### src/rtl/sseg_frame_arbiter_pkg.sv
// Shared definitions for the 7-seg frame arbiter: FSM state encoding and frame field widths.
package sseg_frame_arbiter_pkg;

  typedef enum logic [1:0] {
    ST_IDLE  = 2'd0,
    ST_GRANT = 2'd1,
    ST_SEND  = 2'd2,
    ST_SHIFT = 2'd3
  } state_t;

  localparam int SSEG_HEX_W = 32;
  localparam int SSEG_PT_W  = 8;
  localparam int SSEG_LE_W  = 8;

endpackage

### src/rtl/sseg_frame_arbiter_rr_arbiter.sv
// Round-robin pick over NREQ level requests; the pointer advances past the winner on grant_en.
module rr_arbiter #(
  parameter int NREQ = 2
) (
  input  logic            clk,
  input  logic            rstn,
  input  logic [NREQ-1:0] req,
  input  logic            grant_en,
  output logic [NREQ-1:0] win,
  output logic [2:0]      win_idx,
  output logic            any
);

  logic [2:0]        rr_ptr;
  logic [2*NREQ-1:0] dbl;
  int                sum;

  // Rotate the request vector so bit 0 is the requester at rr_ptr.
  always_comb begin
    dbl     = {req, req} >> rr_ptr;
    sum     = 0;
    any     = 1'b0;
    win_idx = '0;
    for (int k = 0; k < NREQ; k++) begin
      if (!any && dbl[k]) begin
        any = 1'b1;
        sum = int'(rr_ptr) + k;
        if (sum >= NREQ) sum = sum - NREQ;
        win_idx = 3'(sum);
      end
    end
    win = any ? (NREQ'(1) << win_idx) : '0;
  end

  always_ff @(posedge clk or negedge rstn) begin
    if (!rstn) begin
      rr_ptr <= '0;
    end else if (grant_en && any) begin
      rr_ptr <= (win_idx == 3'(NREQ - 1)) ? 3'd0 : win_idx + 3'd1;
    end
  end

endmodule

### src/rtl/sseg_frame_arbiter.sv
// Shares one serial 7-seg display channel between NREQ requesters, with periodic self-refresh.
//
// state    | meaning
// ST_IDLE  | waiting for a request; refresh timer runs while no request is present
// ST_GRANT | one cycle: pulse gnt to the round-robin winner and latch its frame
// ST_SEND  | one cycle: pulse start, load the transmit timer
// ST_SHIFT | frame shifting out; requests wait until the timer reaches zero
module sseg_frame_arbiter
  import sseg_frame_arbiter_pkg::*;
#(
  parameter int NREQ           = 2,
  parameter int TX_CYCLES      = 140,
  parameter int REFRESH_CYCLES = 50000,
  parameter int CNT_W          = 16
) (
  input  logic                       clk,
  input  logic                       rstn,
  input  logic [NREQ-1:0]            req,
  input  logic [NREQ*SSEG_HEX_W-1:0] req_hexs,
  input  logic [NREQ*SSEG_PT_W-1:0]  req_points,
  input  logic [NREQ*SSEG_LE_W-1:0]  req_les,
  output logic [NREQ-1:0]            gnt,
  output logic                       start,
  output logic [SSEG_HEX_W-1:0]      hexs,
  output logic [SSEG_PT_W-1:0]       points,
  output logic [SSEG_LE_W-1:0]       LEs,
  output logic                       busy,
  output logic [2:0]                 owner
);

  localparam logic [CNT_W-1:0] TX_LOAD  = CNT_W'(TX_CYCLES - 1);
  localparam logic [CNT_W-1:0] REF_LAST = CNT_W'(REFRESH_CYCLES - 1);

  state_t            state, state_nxt;
  logic [CNT_W-1:0]  refresh_cnt;
  logic [CNT_W-1:0]  tx_cnt;
  logic [NREQ-1:0]   win;
  logic [2:0]        win_idx;
  logic              any;
  logic              grant_en;

  assign grant_en = (state == ST_GRANT);

  rr_arbiter #(.NREQ(NREQ)) u_rr (
    .clk      (clk),
    .rstn     (rstn),
    .req      (req),
    .grant_en (grant_en),
    .win      (win),
    .win_idx  (win_idx),
    .any      (any)
  );

  always_ff @(posedge clk or negedge rstn) begin
    if (!rstn) state <= ST_IDLE;
    else       state <= state_nxt;
  end

  // A request always beats a refresh expiring in the same cycle.
  always_comb begin
    state_nxt = state;
    case (state)
      ST_IDLE: begin
        if (|req)                         state_nxt = ST_GRANT;
        else if (refresh_cnt == REF_LAST) state_nxt = ST_SEND;
      end
      ST_GRANT: state_nxt = any ? ST_SEND : ST_IDLE;
      ST_SEND:  state_nxt = ST_SHIFT;
      ST_SHIFT: if (tx_cnt == '0) state_nxt = ST_IDLE;
      default:  state_nxt = ST_IDLE;
    endcase
  end

  assign gnt   = grant_en ? win : '0;
  assign start = (state == ST_SEND);
  assign busy  = (state == ST_SEND) || (state == ST_SHIFT);

  // tx_cnt holds TX_CYCLES-1 during SEND and counts down through SHIFT, so busy spans TX_CYCLES.
  always_ff @(posedge clk or negedge rstn) begin
    if (!rstn) begin
      refresh_cnt <= '0;
      tx_cnt      <= '0;
    end else begin
      if (state == ST_IDLE) begin
        if ((|req) || (refresh_cnt == REF_LAST)) refresh_cnt <= '0;
        else                                     refresh_cnt <= refresh_cnt + CNT_W'(1);
      end
      if (state_nxt == ST_SEND)       tx_cnt <= TX_LOAD;
      else if (busy && tx_cnt != '0)  tx_cnt <= tx_cnt - CNT_W'(1);
    end
  end

  always_ff @(posedge clk or negedge rstn) begin
    if (!rstn) begin
      hexs   <= '0;
      points <= '0;
      LEs    <= '0;
      owner  <= '0;
    end else if (grant_en && any) begin
      hexs   <= req_hexs[int'(win_idx)*SSEG_HEX_W +: SSEG_HEX_W];
      points <= req_points[int'(win_idx)*SSEG_PT_W +: SSEG_PT_W];
      LEs    <= req_les[int'(win_idx)*SSEG_LE_W +: SSEG_LE_W];
      owner  <= win_idx;
    end
  end

endmodule

### config.mk
export PLATFORM = sky130hd
export DESIGN_NAME = sseg_frame_arbiter
export DESIGN_NICKNAME = d
export VERILOG_FILES = /design/src/rtl/sseg_frame_arbiter_pkg.sv /design/src/rtl/sseg_frame_arbiter_rr_arbiter.sv /design/src/rtl/sseg_frame_arbiter.sv
export SDC_FILE = /design/constraint.sdc
export NUM_CORES = 1
export LEC_CHECK = 0
export CORE_MARGIN = 4
export CORE_UTILIZATION = 25
export CTS_BUF_LIST = sky130_fd_sc_hd__clkbuf_16
export DETAILED_ROUTE_END_ITERATION = 7
export GPL_TIMING_DRIVEN = 1
export HOLD_SLACK_MARGIN = 0.05
export PLACE_DENSITY = 0.5
export SLEW_MARGIN = 40
export SYNTH_ARGS = -nofsm -noshare
export SYNTH_HDL_FRONTEND = slang
export SYNTH_SLANG_ARGS = --single-unit
### constraint.sdc
create_clock -name clk -period 8.26 [get_ports clk]
set_clock_uncertainty 0.1 [all_clocks]
set_input_delay 2.478 -clock clk [delete_from_list [all_inputs] [get_ports clk]]
set_output_delay 2.478 -clock clk [all_outputs]
set_load 0.02 [all_outputs]
# After elaboration in Yosys (flattened, before gate mapping)
# Index checks and enable logic that the tools add are counted.
[op_classes] n_addsub=6 order_cmp=2 eq_ne=6 n_shift=5 mux=17 n_reduce_logical=11
[ops] cell="$shiftx A64 B9 Y32" count=1
[ops] cell="$mux W16" count=3
[ops] cell="$shiftx A16 B7 Y8" count=2
[ops] cell="$add A16 B1 Y16 const B" count=1
[ops] cell="$eq A16 B16 Y1 const B" count=1
[ops] cell="$logic_not A16 Y1" count=1
[ops] cell="$reduce_bool A16 Y1" count=1
[ops] cell="$sub A16 B1 Y16 const B" count=1
[ops] cell="$mux W3" count=5
[ops] cell="$mux W2" count=6
[ops] cell="$pmux W2 S4" count=1
[ops] cell="$eq A2 B2 Y1 const B" count=3
[ops] cell="$add A3 B1 Y4 const B" count=1
[ops] cell="$ge A4 B2 Y1 const B" count=1
[ops] cell="$shr A4 B3 Y2" count=1
[ops] cell="$add A3 B1 Y3 const B" count=1
[ops] cell="$eq A3 B1 Y1 const B" count=1
[ops] cell="$ge A3 B2 Y1 const B" count=1
[ops] cell="$logic_and A1 B1 Y1" count=3
[ops] cell="$shl A1 B3 Y2 const A" count=1
[ops] cell="$sub A3 B2 Y3 const B" count=1
[ops] cell="$sub A3 B3 Y3 const B" count=1
[ops] cell="$eq A2 B1 Y1 const B" count=1
[ops] cell="$logic_not A2 Y1" count=1
[ops] cell="5 further kinds" count=7
[word_totals] regBits=88 output_inout_bits=55

# Depth between registers and ports, before layout
[logic_depth] depth_word=9 depth_mapped=9

# Modules after synthesis
# Synthesis repeated with hierarchy kept, for this count alone.
[hier_totals] cells_unflattened=453 hier_area_um2=4476.8
[by_module_without_submodules] module="sseg_frame_arbiter" n_inst=1 cells_each=409 area_each_um2=4112.7
[by_module_without_submodules] module="rr_arbiter" n_inst=1 cells_each=44 area_each_um2=364.1

# Worst setup path after synthesis
# Ideal clock, no wire load.
[synth_path] path_type="input-to-output" startpoint="in req[0]" endpoint="out gnt[0]" t_arrival_ns=3.753 slack_ns=1.929 cell_stages=8 n_path_buf=3 cell_sequence="buf_2 > or3b_1 > a21oi_2 > o21ai_0 > nand2_1 > buf_4 > buf_4 > nor2_1"
[synth_between] elab_chain_len=8 elab_cells_between_ends=10 classes_between="2 x shift; 6 x mux; 2 x reduce/logical"
[synth_lines] item="from (decl)" line_no="sseg_frame_arbiter.sv:18" rtl="input logic [NREQ-1:0] req,"
[synth_lines] item="$shr A4 B3 Y2 *" line_no="sseg_frame_arbiter_rr_arbiter.sv:20" rtl="dbl = {req, req} >> rr_ptr;"
[synth_lines] item="$mux W1" line_no="sseg_frame_arbiter_rr_arbiter.sv:25" rtl="if (!any && dbl[k]) begin"
[synth_lines] item="$logic_not A1 Y1" line_no="sseg_frame_arbiter_rr_arbiter.sv:25"
[synth_lines] item="$logic_and A1 B1 Y1" line_no="sseg_frame_arbiter_rr_arbiter.sv:25"
[synth_lines] item="$mux W3" line_no="sseg_frame_arbiter_rr_arbiter.sv:25"
[synth_lines] item="$shl A1 B3 Y2" line_no="sseg_frame_arbiter_rr_arbiter.sv:32" rtl="win = any ? (NREQ'(1) << win_idx) : '0;"
[synth_lines] item="$mux W2 *" line_no="sseg_frame_arbiter_rr_arbiter.sv:32"
[synth_lines] item="$mux W2 *" line_no="sseg_frame_arbiter.sv:74" rtl="assign gnt = grant_en ? win : '0;"
[synth_lines] item="to (decl)" line_no="sseg_frame_arbiter.sv:22" rtl="output logic [NREQ-1:0] gnt,"
# Every way passes the cells marked *; elsewhere a longest branch is shown, timed or not.

# Worst setup path after layout
[layout_path] startpoint="in req[1]" endpoint="out gnt[1]"
# The elaborated chain is that of the path after synthesis.

==> impl_metrics.yaml <==
run_status:
  status: "complete, no violations"
pwr:
  p_sw_share_pct: 19.71
  power.density_mw_per_mm2: 147.3
  p_leak_uw: 0.002497
  p_sw_uw: 189.5
  p_int_uw: 772.1
  irDropWorstVdd_mv: 0.1010
  p_total_uw: 961.6
  p_seq_share_pct: 45.4
  combPwrFrac_pct: 6.8
  power_frac_clock_pct: 47.7
logic_synthesis:
  synth_top_area_share_pct: 49.33
  synthTopCellsByArea: "dfrtp_1 (49%), a22oi_1 (8.4%), o21ai_0 (6.8%)"
  synth-seq-cells: 88
  avgSynthCellArea_sq_um: 9.438
  synth_edf_count: 0
  synthArstFlopShare_pct: 100.0
  synth_nets: 580
  synth.largest_area_cell: "dfrtp_1"
  syn-cell-area_sq_mm: 0.004464
  ys.flop_type: "dfrtp_1"
  ys_types: 59
  yosysWarnings: 0
  ys_seq_area_share_pct: 49.33
  synth_cells: 473
floorplan:
  core-area_sq_mm: 0.01742
  rows: 48
  chipWidth_microns: 141.6
  die_y_microns: 141.6
  ios: 155
  initial_core_util_pct: 25.63
  die_area_sq_mm: 0.02006
sta:
  hold_viol: 0
  clock.fmax_mhz: 135.6
  period_minus_slack_ps: 7373
  timing.slew.headroom_pct: 50.48
  fin_crit_sh_pct: 89.27
  finalSetupTns_ps: 0
  setup_violations: 0
  drv_slew: 0
  worst_pin_slew_ps: 740.0
  rsz0062_at_grt: "no"
  worst_slack_ps: 886.5
clocking:
  clockBufferDepth: 2
  cts_buffers: 9
  cts_tree: "built"
  cts.repair.resized: 0
  cts-root-buf: "clkbuf_16"
  ctsHoldBuffers: 0
  postCtsSetupBuffers: 0
  cts_sinks: 88
  path_clk_slew_ps: 60
  clkLatencyLatePin_ps: 340
  htree_levels: 3
placed_design:
  hpwl_microns: 9559
  dp_slack_ps: 916.5
  gp_congestion: 0.8036
  placedCellCount: 828
  portBuffers: 154
grt:
  grt_usage_pct: 13.06
  antenna_found_initial: 0
  grt_pass1_wl_microns: 21020
  first_global_vias: 4092
  grt_max_degree: 73
  gr-total-overflow: 0
min_path:
  worstHoldPathType: "flip-flop to flip-flop"
  min_path_cells: 2
final_layout:
  fin_nets: 721
  drive_above_1_share_pct: 6.462
  area_growth_pct: 46.24
  diodes: 0
  nFillCells: 1764
  layout.cells.non_filler: 844
setup_path:
  endpoint_kind: "output port"
  critPathMaxFanout: 15
  cp.arrival_ps: 4800
  critPathLaunchType: "primary input"
  critPathMaxStageDelay_ps: 830
  critPathBufInv: 2
  cp.required_ps: 5680
  crit_type: "primary input to output port"
  r2r_cells: 5
  crit_slowest_cell: "clkdlybuf4s50_1"
  cp_cell_sequence: "clkdlybuf4s50_1, or3b_1, a21oi_2, o21ai_0, and3_1, clkdlybuf4s50_1"
  critPathTopFamily: "buffers and inverters"
  path_depth: 6
  cp_common_cell: "clkdlybuf4s50_1"
run:
  cap_violations: 0
drt:
  met1_length_microns: 5885
  vias: 3995
  drtIter0Drc: 180
  routed-wl-met2_microns: 5888
  totalWireLength_microns: 12920
  first_pass_iters: 4
  vias_per_cell: 4.733
  ant_nets: 0
  top_layer_used: "met4"
  wire_per_inst_microns: 15.31
  drc_errors: 0
  wl_met3_microns: 984
registers in the layout, indices dropped and copies added (netlist names):
name,cells
hexs,32
refresh_cnt,16
tx_cnt,16
LEs,8
points,8
owner,3
u_rr.rr_ptr,3
state,2
routing by layer:
layer | vias to the layer above | GRT usage [%]
met1 | 1898 | 17.50
met4 | 0 | 4.091
li1 | 1974 | -
met5 | - | 0
met3 | 10 | 4.280
met2 | 113 | 20.07
layout by cell type, fill, tap and decap left out, types with 2 or more instances in the layout:
master / count
clkdlybuf4s50_1: 153
dfrtp_1: 88
nand2_1: 76
o21ai_0: 61
a22oi_1: 50
nor2_1: 34
xnor2_1: 13
inv_1: 10
xor2_1: 10
clkbuf_16: 9
nand3_1: 8
and3_1: 7
nor3_1: 7
ha_1: 7
nor4_1: 5
nand2b_1: 5
a21oi_1: 5
buf_4: 5
nand3b_1: 4
nand4_1: 4
or3_1: 4
o41ai_1: 3
bufinv_16: 3
a21boi_0: 2
nor4b_2: 2
and3_2: 2
nor2b_1: 2
or3b_1: 2
or4_1: 2
a31oi_1: 2
or2_2: 2
worst register-to-register path: stages (launching register included):
cell and delay, ps:
dfrtp_1 510, a21boi_0 230, o21ai_4 630, buf_4 470, a21oi_1 90, a22oi_1 210
final cells by class:
class | count | area, sq um | share of cell area (%)
well taps | 225 | 281.5 | 4.312
clock inverters | 7 | 111.4 | 1.706
clock buffers | 9 | 225.2 | 3.450
flip-flops and latches | 88 | 2202 | 33.73
multi-input cells | 346 | 2091 | 32.02
repair buffers | 159 | 1580 | 24.20
inverters | 10 | 37.54 | 0.5749
cell families after synthesis:
| group | count (synthesis) | synth area share [%] |
|---|---|---|
| AND/OR/NAND/NOR | 182 | 21.05 |
| AO/OA/AOI/OAI | 133 | 18.83 |
| flip-flops | 88 | 49.33 |
| buffers and inverters | 39 | 4.063 |
| XOR/XNOR | 23 | 4.512 |
| adder cells (fa/ha/maj) | 7 | 1.962 |
| multiplexers | 1 | 0.2522 |
cells in the mapped netlist (2+ instances only):
library cell and number:
dfrtp_1 88, nand2_1 76, o21ai_0 61, a22oi_1 50, nor2_1 34, clkbuf_1 15, xnor2_1 13, xor2_1 10
and3_1 9, inv_1 9, nand3_1 8, buf_2 7, ha_1 7, nor3_1 7, a21oi_1 5, nand2b_1 5
nor4_1 5, nand3b_1 4, nand4_1 4, or3_1 4, clkbuf_2 3, o41ai_1 3, a21boi_0 2, a31oi_1 2
buf_4 2, buf_6 2, nor2b_1 2, nor4b_2 2, or2_2 2, or3b_1 2, or4_1 2
per-stage QoR:
| step | utilization, % | instance area, sq um | hold WS, ps |
|---|---|---|---|
| floorplan | - | 4464 | 389.6 |
| global placement | 35.53 | 6188 | 363.8 |
| detailed placement | 35.55 | 6192 | 369.7 |
| CTS | 37.49 | 6529 | 384.4 |
| global route | 37.49 | 6529 | 402.2 |
| finish | 37.49 | 6529 | 378.2 |
power groups by stage:
stage | clock network [uW] | logic, uW | registers (uW)
global placement | 0 | 66.1 | 445
detailed placement | 0 | 67.1 | 445
floorplan | 0 | 8.31 | 444
finish | 459 | 65.7 | 437
global route | 494 | 71.3 | 437
CTS | 475 | 67.0 | 437
worst paths after layout:
path                                  endpoint  slack, ps      startpoint
worst max-delay path                    gnt[1]        890          req[1]
worst min-delay path                   hexs[4]        380         hexs[4]
worst max register to register  u_rr.rr_ptr[1]       5930  u_rr.rr_ptr[1]
worst min register to register         hexs[4]        380         hexs[4]
max in group asynchronous              hexs[0]       5220            rstn
min in group asynchronous       u_rr.rr_ptr[0]       1910            rstn
Note: power is estimated with default switching activity, not from simulation.
